## config.mk

```make
export PLATFORM = sky130hd
export DESIGN_NAME = rst_seq_ctrl
export DESIGN_NICKNAME = d
export VERILOG_FILES = /design/src/rtl/rst_seq_ctrl.sv
export SDC_FILE = /design/constraint.sdc
export NUM_CORES = 1
export LEC_CHECK = 0
export ABC_AREA = 1
export BUFFER_PORTS_ARGS = -buffer_cell sky130_fd_sc_hd__buf_2
export CORE_MARGIN = 2
export CORE_UTILIZATION = 30
export CTS_CLUSTER_DIAMETER = 120
export CTS_CLUSTER_SIZE = 12
export DETAILED_ROUTE_END_ITERATION = 6
export HOLD_SLACK_MARGIN = 0.12
export PLACE_DENSITY = 0.56
export SLEW_MARGIN = 10
export SYNTH_ARGS = -nofsm -noshare
export SYNTH_HDL_FRONTEND = slang
export SYNTH_SLANG_ARGS = --single-unit
```

## constraint.sdc

```tcl
create_clock -name clk_i -period 2.2 [get_ports clk_i]
set_input_delay 0.22 -clock clk_i [delete_from_list [all_inputs] [get_ports clk_i]]
set_output_delay 0.22 -clock clk_i [all_outputs]
set_load 0.05 [all_outputs]
```

## src/rtl/rst_seq_ctrl.sv

```systemverilog
// rst_seq_ctrl -- staged reset sequencer for the SoC clock domain.
//
// Purpose:
//   Releases the memory, peripheral and CPU resets in that order, with
//   STAGE_GAP cycles between releases. The sequence starts when rst_i drops.
//   A software or watchdog request re-asserts all three resets for
//   SW_HOLD_CNT cycles and then runs the same sequence again.
//
// Parameters:
//   STAGE_GAP    cycles between successive reset releases (>= 1)
//   SW_HOLD_CNT  cycles all resets stay asserted after an accepted request (>= 1)
//
// Ports:
//   clk_i          in   SoC clock
//   rst_i          in   synchronous, active-high system reset
//   sw_rst_req_i   in   software reset request (pulse or level)
//   wdt_rst_req_i  in   watchdog reset request (pulse or level)
//   mem_rst_o      out  active-high reset to the memory subsystem
//   periph_rst_o   out  active-high reset to peripherals
//   cpu_rst_o      out  active-high reset to the CPU core
//   seq_done_o     out  high once every reset has been released
//   rst_cause_o    out  last reset cause (01 rst_i, 10 sw, 11 wdt)
//   dbg_state_o    out  current FSM state, for debug and checkers
//
// Optional feature:
//   Define RST_SEQ_CAUSE_EN to build the sticky reset-cause register.
//   Without it, rst_cause_o is tied to 2'b00 and no register is built.
//
// Handshake: there is no valid/ready interface. The request inputs are
// plain levels. They are sampled on every edge, and a request is taken on
// any edge where the FSM is not in SW_HOLD.

module rst_seq_ctrl #(
    parameter int STAGE_GAP   = 16,
    parameter int SW_HOLD_CNT = 32
) (
    input  logic       clk_i,
    input  logic       rst_i,
    input  logic       sw_rst_req_i,
    input  logic       wdt_rst_req_i,
    output logic       mem_rst_o,
    output logic       periph_rst_o,
    output logic       cpu_rst_o,
    output logic       seq_done_o,
    output logic [1:0] rst_cause_o,
    output logic [2:0] dbg_state_o
);

    localparam int MAX_CNT = (STAGE_GAP > SW_HOLD_CNT) ? STAGE_GAP : SW_HOLD_CNT;
    localparam int CW      = $clog2(MAX_CNT + 1);

    localparam logic [CW-1:0] GAP_LAST  = CW'(STAGE_GAP - 1);
    localparam logic [CW-1:0] HOLD_LAST = CW'(SW_HOLD_CNT - 1);

    typedef enum logic [2:0] {
        SEQ_MEM    = 3'd0,
        SEQ_PERIPH = 3'd1,
        SEQ_CPU    = 3'd2,
        RUN        = 3'd3,
        SW_HOLD    = 3'd4
    } state_t;

    state_t        state;
    logic [CW-1:0] cnt;
    logic          req;

    // rst_i leaves SEQ_MEM with no transition edge behind it. The first edge
    // after rst_i drops therefore acts as that entry edge and is not counted.
    // This gives mem_rst_o STAGE_GAP counted edges after rst_i, the same as
    // after an exit from SW_HOLD.
    logic          entry_pending;

    assign req = sw_rst_req_i | wdt_rst_req_i;

    always_ff @(posedge clk_i) begin
        if (rst_i) begin
            state         <= SEQ_MEM;
            cnt           <= '0;
            entry_pending <= 1'b1;
            mem_rst_o     <= 1'b1;
            periph_rst_o  <= 1'b1;
            cpu_rst_o     <= 1'b1;
            seq_done_o    <= 1'b0;
        end else if (req && (state != SW_HOLD)) begin
            // Re-assert everything, including stages that were already released.
            state         <= SW_HOLD;
            cnt           <= '0;
            entry_pending <= 1'b0;
            mem_rst_o     <= 1'b1;
            periph_rst_o  <= 1'b1;
            cpu_rst_o     <= 1'b1;
            seq_done_o    <= 1'b0;
        end else begin
            case (state)
                SEQ_MEM: begin
                    if (entry_pending) begin
                        entry_pending <= 1'b0;
                    end else if (cnt == GAP_LAST) begin
                        mem_rst_o <= 1'b0;
                        cnt       <= '0;
                        state     <= SEQ_PERIPH;
                    end else begin
                        cnt <= cnt + 1'b1;
                    end
                end
                SEQ_PERIPH: begin
                    if (cnt == GAP_LAST) begin
                        periph_rst_o <= 1'b0;
                        cnt          <= '0;
                        state        <= SEQ_CPU;
                    end else begin
                        cnt <= cnt + 1'b1;
                    end
                end
                SEQ_CPU: begin
                    if (cnt == GAP_LAST) begin
                        cpu_rst_o  <= 1'b0;
                        seq_done_o <= 1'b1;
                        cnt        <= '0;
                        state      <= RUN;
                    end else begin
                        cnt <= cnt + 1'b1;
                    end
                end
                RUN: begin
                    cnt <= '0;
                end
                SW_HOLD: begin
                    if (cnt == HOLD_LAST) begin
                        cnt   <= '0;
                        state <= SEQ_MEM;
                    end else begin
                        cnt <= cnt + 1'b1;
                    end
                end
                default: begin
                    // Unused encodings restart the sequence with everything held.
                    state        <= SEQ_MEM;
                    cnt          <= '0;
                    mem_rst_o    <= 1'b1;
                    periph_rst_o <= 1'b1;
                    cpu_rst_o    <= 1'b1;
                    seq_done_o   <= 1'b0;
                end
            endcase
        end
    end

    assign dbg_state_o = state;

`ifdef RST_SEQ_CAUSE_EN
    logic [1:0] cause_q;

    // The cause is sticky. It changes only on rst_i or on an accepted request.
    // Requests are not accepted in SW_HOLD, so the cause is frozen there.
    // When both requests arrive together, the watchdog is recorded.
    always_ff @(posedge clk_i) begin
        if (rst_i) begin
            cause_q <= 2'b01;
        end else if (req && (state != SW_HOLD)) begin
            cause_q <= wdt_rst_req_i ? 2'b11 : 2'b10;
        end
    end

    assign rst_cause_o = cause_q;
`else
    assign rst_cause_o = 2'b00;
`endif

endmodule

```

# [Word level (Yosys, flattened, before mapping)]
# Cells that the tools add are included.
# Widths: inputs -> output; s select.
[word_totals] input_bits=4 out_inout_bits=9 word_cells=65 regBits=14
[classes] reduce_logical=13 add_sub_neg=1 eq_ne=18 bitwise_logic=5 muxes=20
[ops] cell="$mux 3" n=6
[ops] cell="$mux 6" n=3
[ops] cell="$ne 3x3->1 const B" n=6
[ops] cell="$pmux 6 s3" n=1
[ops] cell="$pmux 3 s5" n=1
[ops] cell="$ne 2x2->1 const B" n=6
[ops] cell="$reduce_and 6->1" n=2
[ops] cell="$reduce_or 4->1" n=3
[ops] cell="$pmux 1 s2" n=4
[ops] cell="$add 6x1->6 const B" n=1
[ops] cell="$eq 3x2->1 const B" n=2
[ops] cell="$eq 6x4->1 const B" n=1
[ops] cell="$eq 6x5->1 const B" n=1
[ops] cell="$mux 1" n=5
[ops] cell="$not 1->1" n=4
[ops] cell="$reduce_and 2->1" n=2
[ops] cell="$reduce_or 2->1" n=2
[ops] cell="$eq 3x1->1 const B" n=1
[ops] cell="$eq 3x3->1 const B" n=1
[ops] cell="$logic_not 3->1" n=1
[ops] cell="$reduce_and 3->1" n=1
[ops] cell="$reduce_bool 2->1" n=1
[ops] cell="$logic_and 1x1->1" n=1
[ops] cell="$or 1x1->1" n=1

# [Logic depth before layout (Yosys ltp)]
# Gate-level depths: netlist (run 1).
[logic_depth] word_depth=5 mapped_depth=9 depth_no_buf=9

# [Worst setup path after synthesis (run 1)]
# OpenSTA, ideal clock, no wires.
[synth_timing] kind="register -> register" from="register state[2], in the netlist dbg_state_o[2]" to="register state[0], in the netlist dbg_state_o[0]" stages_incl_launch_ff=7 slack_ns=0.727 period_less_slack_ns=1.473 setup_time_ns=0.113 t_required_ns=2.087 arrival_ns=1.360 n_path_buf=1 cell_sequence="dfxtp_1 -> buf_4 -> nor2_1 -> o21ai_1 -> nand3_2 -> nor2_1 -> nor2_1"
[synth_between] elab_chain_cells=3 elab_cells_between_ends=16 classes_between="eq/ne (10); mux (1); bitwise (1); reduce/logical (4)"
[synth_rtl] item="start: declaration" line="63" text="state_t state;"
[synth_rtl] item="start signal: assignment" line="77" text="state <= SEQ_MEM;"
[synth_rtl] item="start signal: assignment" line="86" text="state <= SW_HOLD;"
[synth_rtl] item="start signal: assignment" line="101" text="state <= SEQ_PERIPH;"
[synth_rtl] item="$eq 3x3->1, or another cell as far along" line="94" text="case (state)"
[synth_rtl] item="$ne 2x2->1 (no source line), or another cell as far along"
[synth_rtl] item="$reduce_and 6->1 (no source line) or $reduce_or 2->1 (tied branches)"
# Parallel ways exist; a longest one is shown, timed or not.
# A chain may end at the register's enable or synchronous reset.

# [Worst setup path after layout (run 1)]
[layout_timing] from="register state[2], in the netlist dbg_state_o[2]" to="output dbg_state_o[2]"
[layout_rtl] item="end: declaration" line="46" text="output logic [2:0] dbg_state_o"
# No word-level cell between the ends.

==> results of run 1 <==
layout by cell type, fill, tap and decap left out, types with 2 or more instances in the layout:
cell      instances
nand2_2           2
o21ai_0           5
inv_1             9
conb_1            2
inv_2             3
nand3_1           8
nand2_4           2
nand2_1          21
dfxtp_1          14
nor2_1           19
buf_2            10
clkbuf_4          3
a21oi_1          12
cell type report:
class / instances / area (um^2) / share of cell area
Inverter: 13 / 50.0 / 0.0568
Clock buffer: 4 / 36.3 / 0.0412
Multi-Input combinational cell: 83 / 417 / 0.473
Tap cell: 30 / 37.5 / 0.0426
Timing Repair Buffer: 11 / 60.1 / 0.0682
Sequential cell: 14 / 280 / 0.318
metal layers:
| layer | vias up | global-route usage | routed length (um) |
|---|---|---|---|
| met5 | - | 0 | 0 |
| met4 | 0 | 0.0625 | 27 |
| met3 | 4 | 0.0574 | 57 |
| met2 | 9 | 0.229 | 771 |
| met1 | 321 | 0.152 | 762 |
| li1 | 382 | - | - |
Yosys cell counts, drive strengths merged, types with 2 or more instances:
cell type,number,share of area
nor2,21,0.12
buf,3,0.029
dfxtp,14,0.37
o21ai,7,0.051
nand3,9,0.065
inv,12,0.059
nor3,2,0.020
a21oi,12,0.078
nand2,25,0.15
stage by stage:
stage	hold WS [ns]	utilization	cell area [um^2]	worst slack, ns
floorplan	0.289	-	769	0.727
finish	0.252	0.359	881	0.715
CTS	0.242	0.359	881	0.700
global placement	0.395	0.340	835	0.826
global route	0.256	0.359	881	0.589
detailed placement	0.407	0.340	835	0.776
power by group through the flow:
stage	registers, mW	logic (mW)	clock network (mW)
after floorplan	0.333	0.172	0
after global placement	0.303	0.244	0
after detailed placement	0.304	0.245	0
after CTS	0.298	0.247	0.202
after global routing	0.303	0.273	0.217
final	0.297	0.245	0.191
state kept, by name, summed over array words and instances (netlist names):
name           flops
cnt                6
cpu_rst_o          1
dbg_state_o        3
entry_pending      1
mem_rst_o          1
periph_rst_o       1
seq_done_o         1
logic make-up after synthesis:
logic type / Yosys count
and+or+nand+nor: 58
AOI/OAI and AO/OA: 22
adders and majority gates: 1
DFF: 14
buffers and inverters: 16
other: 1
worst min-delay path by stage:
stage / slack (ns) / end / from
2_1_floorplan: 0.29 / dbg_state_o[2]$_SDFFE_PP0P_ / rst_i
3_3_place_gp: 0.39 / dbg_state_o[2]$_SDFFE_PP0P_ / rst_i
3_5_place_dp: 0.41 / dbg_state_o[2]$_SDFFE_PP0P_ / rst_i
4_1_cts: 0.24 / entry_pending$_SDFFE_PP1P_ / sw_rst_req_i
5_1_grt: 0.26 / seq_done_o$_SDFFE_PP0P_ / sw_rst_req_i
6_report: 0.25 / entry_pending$_SDFFE_PP1P_ / sw_rst_req_i
what timing repair did:
action / CTS / global route
resized for setup: 0 / 0
setup buffers: 0 / 0
hold buffers: 1 / 0
endpoints found under the hold margin: 1 / 0
endpoints found under the setup margin: 0 / 0
==> flow_metrics.env, run 1 <==
export IMPL_outcome="complete, no violations"
export IMPL_final_hold_viol_count=0
export IMPL_dpl_cell_count=150
export IMPL_post_route_min_period_ns=1.48
export IMPL_power_ir_vdd_worst_v=0.000338
export IMPL_r2r_end="cnt[3]$_SDFFE_PP0P_"
export IMPL_die_area_mm2=0.00297
export IMPL_io_buffer_count=10
export IMPL_drive_gt1_frac=0.216
export IMPL_synthXorXnorAreaFrac=0
export IMPL_avgSynthCellArea_um2=6.84
export IMPL_dpl_hpwl_um=1250
export IMPL_synth_area_um2=766
export IMPL_clock_fmax_ghz=0.673
export IMPL_vias_per_cell=4.62
export IMPL_num_io_pins=13
export IMPL_overflow=0
export IMPL_synth_compound_area_frac=0.158
export IMPL_antenna_found_initial=0
export IMPL_path_max_fanout=12
export IMPL_instances_no_fill=155
export IMPL_grt_pass1_wl_um=2770
export IMPL_r2r_worst_path_cells=8
export IMPL_p_comb_frac=0.334
export IMPL_drt_initial_drc_count=17
export IMPL_synth_edf_count=0
export IMPL_post_route_period_util=0.675
export IMPL_synth_top_family_by_area="simple AND/OR/NAND/NOR gates"
export IMPL_ys_ff_latch=14
export IMPL_track_usage=0.138
export IMPL_clock_sinks=14
export IMPL_grt_max_degree=13
export IMPL_async_flop_share=0
export IMPL_cts_root_buffer="clkbuf_4"
export IMPL_leakage_nw=0.394
export IMPL_maxSlewViolCount=0
export IMPL_p_seq_frac=0.405
export IMPL_syn_inst=112
export IMPL_setup_violations=0
export IMPL_synth_fa_ha_area_frac=0.0163
export IMPL_wl_per_cell_um=10.5
export IMPL_slowest_stage="dfxtp_1"
export IMPL_fin_setup_tns_ns=0
export IMPL_area_growth_pct=15.0
export IMPL_hp_class="in2reg"
export IMPL_synth_ff_type="dfxtp_1"
export IMPL_seq_area_frac_synth=0.366
export IMPL_cp_start_kind="register"
export IMPL_fillerInstances=281
export IMPL_r2r_slack_ns=0.76
export IMPL_rsz0062_at_grt="false"
export IMPL_crit_buf_inv=1
export IMPL_drc=0
export IMPL_synth_simple_area_share=0.359
export IMPL_cts_inserted_buffers=3
export IMPL_drt_wl_total_um=1620
export IMPL_initial_utilization=0.312
export IMPL_path_delay_family="flip-flops"
export IMPL_crit_chain="buf_2"
export IMPL_required_ns=1.98
export IMPL_critPathLaunch="dbg_state_o[2]$_SDFFE_PP0P_"
export IMPL_clkLatencyLatePin_ns=0.29
export IMPL_vias=716
export IMPL_cts_buffer_depth=2
export IMPL_max_stage_delay_ns=0.62
export IMPL_clkTransAtPathRegs_ns=0.09
export IMPL_core_mm2=0.00245
export IMPL_row_count=18
export IMPL_antenna_cells=0
export IMPL_power_density_mw_per_mm2=833
export IMPL_p_sw_uw=292
export IMPL_internal_power_uw=442
export IMPL_gp_congestion=0.824
export IMPL_crit_type="reg2out"
export IMPL_drt_pass1_iterations=4
export IMPL_nets=131
export IMPL_grt_pass1_vias=682
export IMPL_ant_nets=0
export IMPL_cp_depth=1
export IMPL_yosys_mux_area_fraction=0
export IMPL_total_power_uw=734
export IMPL_dieHeight_um=54.5
export IMPL_drv_cap=0
export IMPL_die_w_um=54.5
export IMPL_cts_tree="yes"
export IMPL_clockPowerShare=0.261
export IMPL_ctsHtreeMaxLevel=1
export IMPL_yosys_warnings=0
export IMPL_cp_endpoint="dbg_state_o[2]"
export IMPL_r2r_start="cnt[0]$_SDFFE_PP0P_"
export IMPL_arrival_ns=1.26
export IMPL_finalClockSkew_ns=0.0110
export IMPL_holdPathStages=4
export IMPL_swShare=0.398
export IMPL_ys_types=25
export IMPL_worstSetupEndpointType="output port"
Note: power is estimated with default switching activity, not from simulation.
==> run 2, diff against run 1 <==
--- a/config.mk
+++ b/config.mk
@@ -5,7 +5,7 @@
 export SDC_FILE = /design/constraint.sdc
 export NUM_CORES = 1
 export LEC_CHECK = 0
-export ABC_AREA = 1
+export ABC_AREA = 0
 export BUFFER_PORTS_ARGS = -buffer_cell sky130_fd_sc_hd__buf_2
 export CORE_MARGIN = 2
 export CORE_UTILIZATION = 30
@@ -13,7 +13,7 @@
 export CTS_CLUSTER_SIZE = 12
 export DETAILED_ROUTE_END_ITERATION = 6
 export HOLD_SLACK_MARGIN = 0.12
-export PLACE_DENSITY = 0.56
+export PLACE_DENSITY = 0.55
 export SLEW_MARGIN = 10
 export SYNTH_ARGS = -nofsm -noshare
 export SYNTH_HDL_FRONTEND = slang
==> constraint.sdc (replaced) <==
create_clock -name clk_i -period 1.53 [get_ports clk_i]
set_input_delay 0.153 -clock clk_i [delete_from_list [all_inputs] [get_ports clk_i]]
set_output_delay 0.153 -clock clk_i [all_outputs]
set_load 0.05 [all_outputs]
==> run 2 against run 1 <==
  * Clock skew is 0.0027 ns lower
  * Largest power group unchanged
  * Via count rose by 27%
  * Total power shrank 2.0%
  * Design area up 29%
  * Critical path type is now reg2reg
  * Wire length grew 39%
  * Largest cell class unchanged
  * Core utilization grew 1.5 points
  * Sequential cell count stayed put
  * Clock-buffer cell count unchanged
  * Synthesized cell count is 0.89% higher
==> flow_metrics.env, run 2 <==
export IMPL_outcome="complete, no violations"
export IMPL_die_w_um=60.0
export IMPL_antenna_cells=0
export IMPL_post_cts_buffers=0
export IMPL_vias=908
export IMPL_row_count=20
export IMPL_critPathLaunch="cnt[0]$_SDFFE_PP0P_"
export IMPL_syn_inst=113
export IMPL_num_io_pins=13
export IMPL_die_area_mm2=0.00360
export IMPL_grt_pass1_wl_um=3810
export IMPL_synth_area_um2=941
export IMPL_dpl_hpwl_um=1670
export IMPL_setup_violations=0
export IMPL_avgSynthCellArea_um2=8.33
export IMPL_core_mm2=0.00303
export IMPL_multi_input_area_um2=574
export IMPL_arrival_ns=1.64
export IMPL_drive_gt1_frac=0.323
export IMPL_yosys_top_cells_area="dfxtp_1 30%, nor2_1 4.4%, nand2_1 4.0%"
export IMPL_fin_setup_tns_ns=0
export IMPL_seq_area_frac_synth=0.298
export IMPL_clock_fmax_ghz=0.692
export IMPL_yosys_warnings=0
export IMPL_dieHeight_um=60.0
export IMPL_largest_reg_flops=6
export IMPL_required_ns=1.73
export IMPL_async_flop_share=0
export IMPL_synth_edf_count=0
export IMPL_ff_latch_area_um2=289
export IMPL_ctsHtreeMaxLevel=1
export IMPL_track_usage=0.141
export IMPL_clkTransAtPathRegs_ns=0.09
export IMPL_vias_per_cell=5.13
export IMPL_yosysMostFrequentCell="dfxtp_1"
export IMPL_initial_utilization=0.311
export IMPL_fillerInstances=321
export IMPL_overflow=0
export IMPL_wl_per_cell_um=12.7
export IMPL_nets=139
export IMPL_path_max_fanout=5
export IMPL_final_hold_viol_count=0
export IMPL_post_route_util=0.374
export IMPL_power_ir_vdd_worst_v=0.000388
export IMPL_drt_pass1_iterations=4
export IMPL_drt_wl_total_um=2250
export IMPL_post_route_min_period_ns=1.45
export IMPL_synth_common_cells="14 x dfxtp_1, 11 x nor2_1, 10 x nand2_1"
export IMPL_cts_root_buffer="clkbuf_4"
export IMPL_worstSetupEndpointType="register"
export IMPL_ys_types=49
export IMPL_finalClockSkew_ns=0.00829
export IMPL_clock_sinks=14
export IMPL_gp_congestion=0.776
export IMPL_r2r_start="cnt[0]$_SDFFE_PP0P_"
export IMPL_power_density_mw_per_mm2=635
export IMPL_r2r_slack_ns=0.08
export IMPL_max_flop_register="cnt"
export IMPL_crit_type="reg2reg"
export IMPL_clkLatencyLatePin_ns=0.29
export IMPL_drv_cap=0
export IMPL_grt_max_degree=16
export IMPL_yosysTopAreaCell="dfxtp_1"
export IMPL_antenna_found_initial=0
export IMPL_synth_top_area_frac=0.298
export IMPL_cp_start_kind="register"
export IMPL_maxSlewViolCount=0
export IMPL_io_buffer_count=10
export IMPL_cts_buffer_depth=2
export IMPL_synth_ff_type="dfxtp_1"
export IMPL_leakage_nw=0.433
export IMPL_whs_ns=0.274
export IMPL_min_delay_start="sw_rst_req_i"
export IMPL_post_route_period_util=0.945
export IMPL_ant_nets=0
export IMPL_drt_initial_drc_count=15
export IMPL_rsz0062_at_grt="false"
export IMPL_cts_tree="yes"
export IMPL_ys_ff_latch=14
export IMPL_hp_class="in2reg"
export IMPL_final_common_cell="buf_4"
export IMPL_final_cell_mix="15 x buf_4, 11 x nor2_1, 11 x dfxtp_1, 10 x nand2_1, 10 x buf_2"
export IMPL_area_growth_pct=20.3
export IMPL_drc=0
export IMPL_grt_pass1_vias=828
export IMPL_cts_inserted_buffers=3
==> run 2: cell count changes in the layout (fill, tap and decap cells not counted), moves of 3 or more <==
| cell | change |
|---|---|
| a31oi_1 | +5 |
| nor2_1 | -8 |
| nand3_1 | -4 |
| inv_1 | -5 |
| dfxtp_1 | -3 |
| nand2_1 | -11 |
| buf_4 | +15 |
| nor2b_1 | +4 |
| nor3_1 | +3 |
| inv_2 | -3 |
| a21oi_1 | -7 |
==> run 2: area by class of cell <==
class / count / area share
multi-input combinational: 85 / 0.507
sequential: 14 / 0.255
timing repair buffer: 26 / 0.152
tap: 44 / 0.0486
clock buffer: 4 / 0.0232
inverter: 4 / 0.0133
==> run 2: per-stage QoR <==
step           cells  total power [mW]  setup WS (ns)  instance area (um^2)
6_report         177             0.719         0.0841                  1130
5_1_grt          177             0.762        0.00616                  1130
4_1_cts          177             0.717         0.0429                  1130
3_5_place_dp     172             0.497         0.0609                  1090
3_3_place_gp     172             0.497         0.0721                  1090
2_1_floorplan    114             0.469        0.00108                   953
==> run 2: power breakdown <==
part           leakage, nW  internal (mW)  switching [mW]  total [mW]
logic                0.302         0.0436          0.0692       0.113
clock network       0.0150          0.101           0.124       0.225
registers            0.116          0.370          0.0117       0.381
==> run 2: cell families after synthesis <==
| logic type | count (synthesis) | synth area share |
|---|---|---|
| AOI/OAI and AO/OA | 35 | 0.307 |
| and+or+nand+nor | 46 | 0.266 |
| other | 1 | 0.00399 |
| buffers and inverters | 15 | 0.0997 |
| DFF | 14 | 0.298 |
| adders and majority gates | 2 | 0.0253 |
==> run 2: worst paths after layout <==
| check | endpoint | cells after the start |
|---|---|---|
| max | cnt[0]$_SDFFE_PP0P_ | 5 |
| min | entry_pending$_SDFFE_PP1P_ | 3 |
| max reg2reg | cnt[0]$_SDFFE_PP0P_ | 5 |
| min reg2reg | periph_rst_o$_SDFFE_PP1P_ | 2 |
==> run 2: what timing repair did <==
item                                   CTS  global route
endpoints found under the hold margin    2             0
setup endpoints to repair                0             5
resized for setup                        0             2
hold buffers                             1             0
==> run 2: critical path, stage by stage, from the launching register on <==
cell,delay (ns)
dfxtp_1,0.32
ha_1,0.23
and4b_2,0.27
a31oi_4,0.23
a31oi_1,0.11
a211oi_1,0.21
==> run 2: per-layer routing <==
layer  vias up  part of all wire  track usage
met5         -                 0            0
met4         0             0.018       0.0667
met3         5             0.054       0.0216
met2        26              0.45        0.222
met1       418              0.48        0.187
li1        459                 -            -
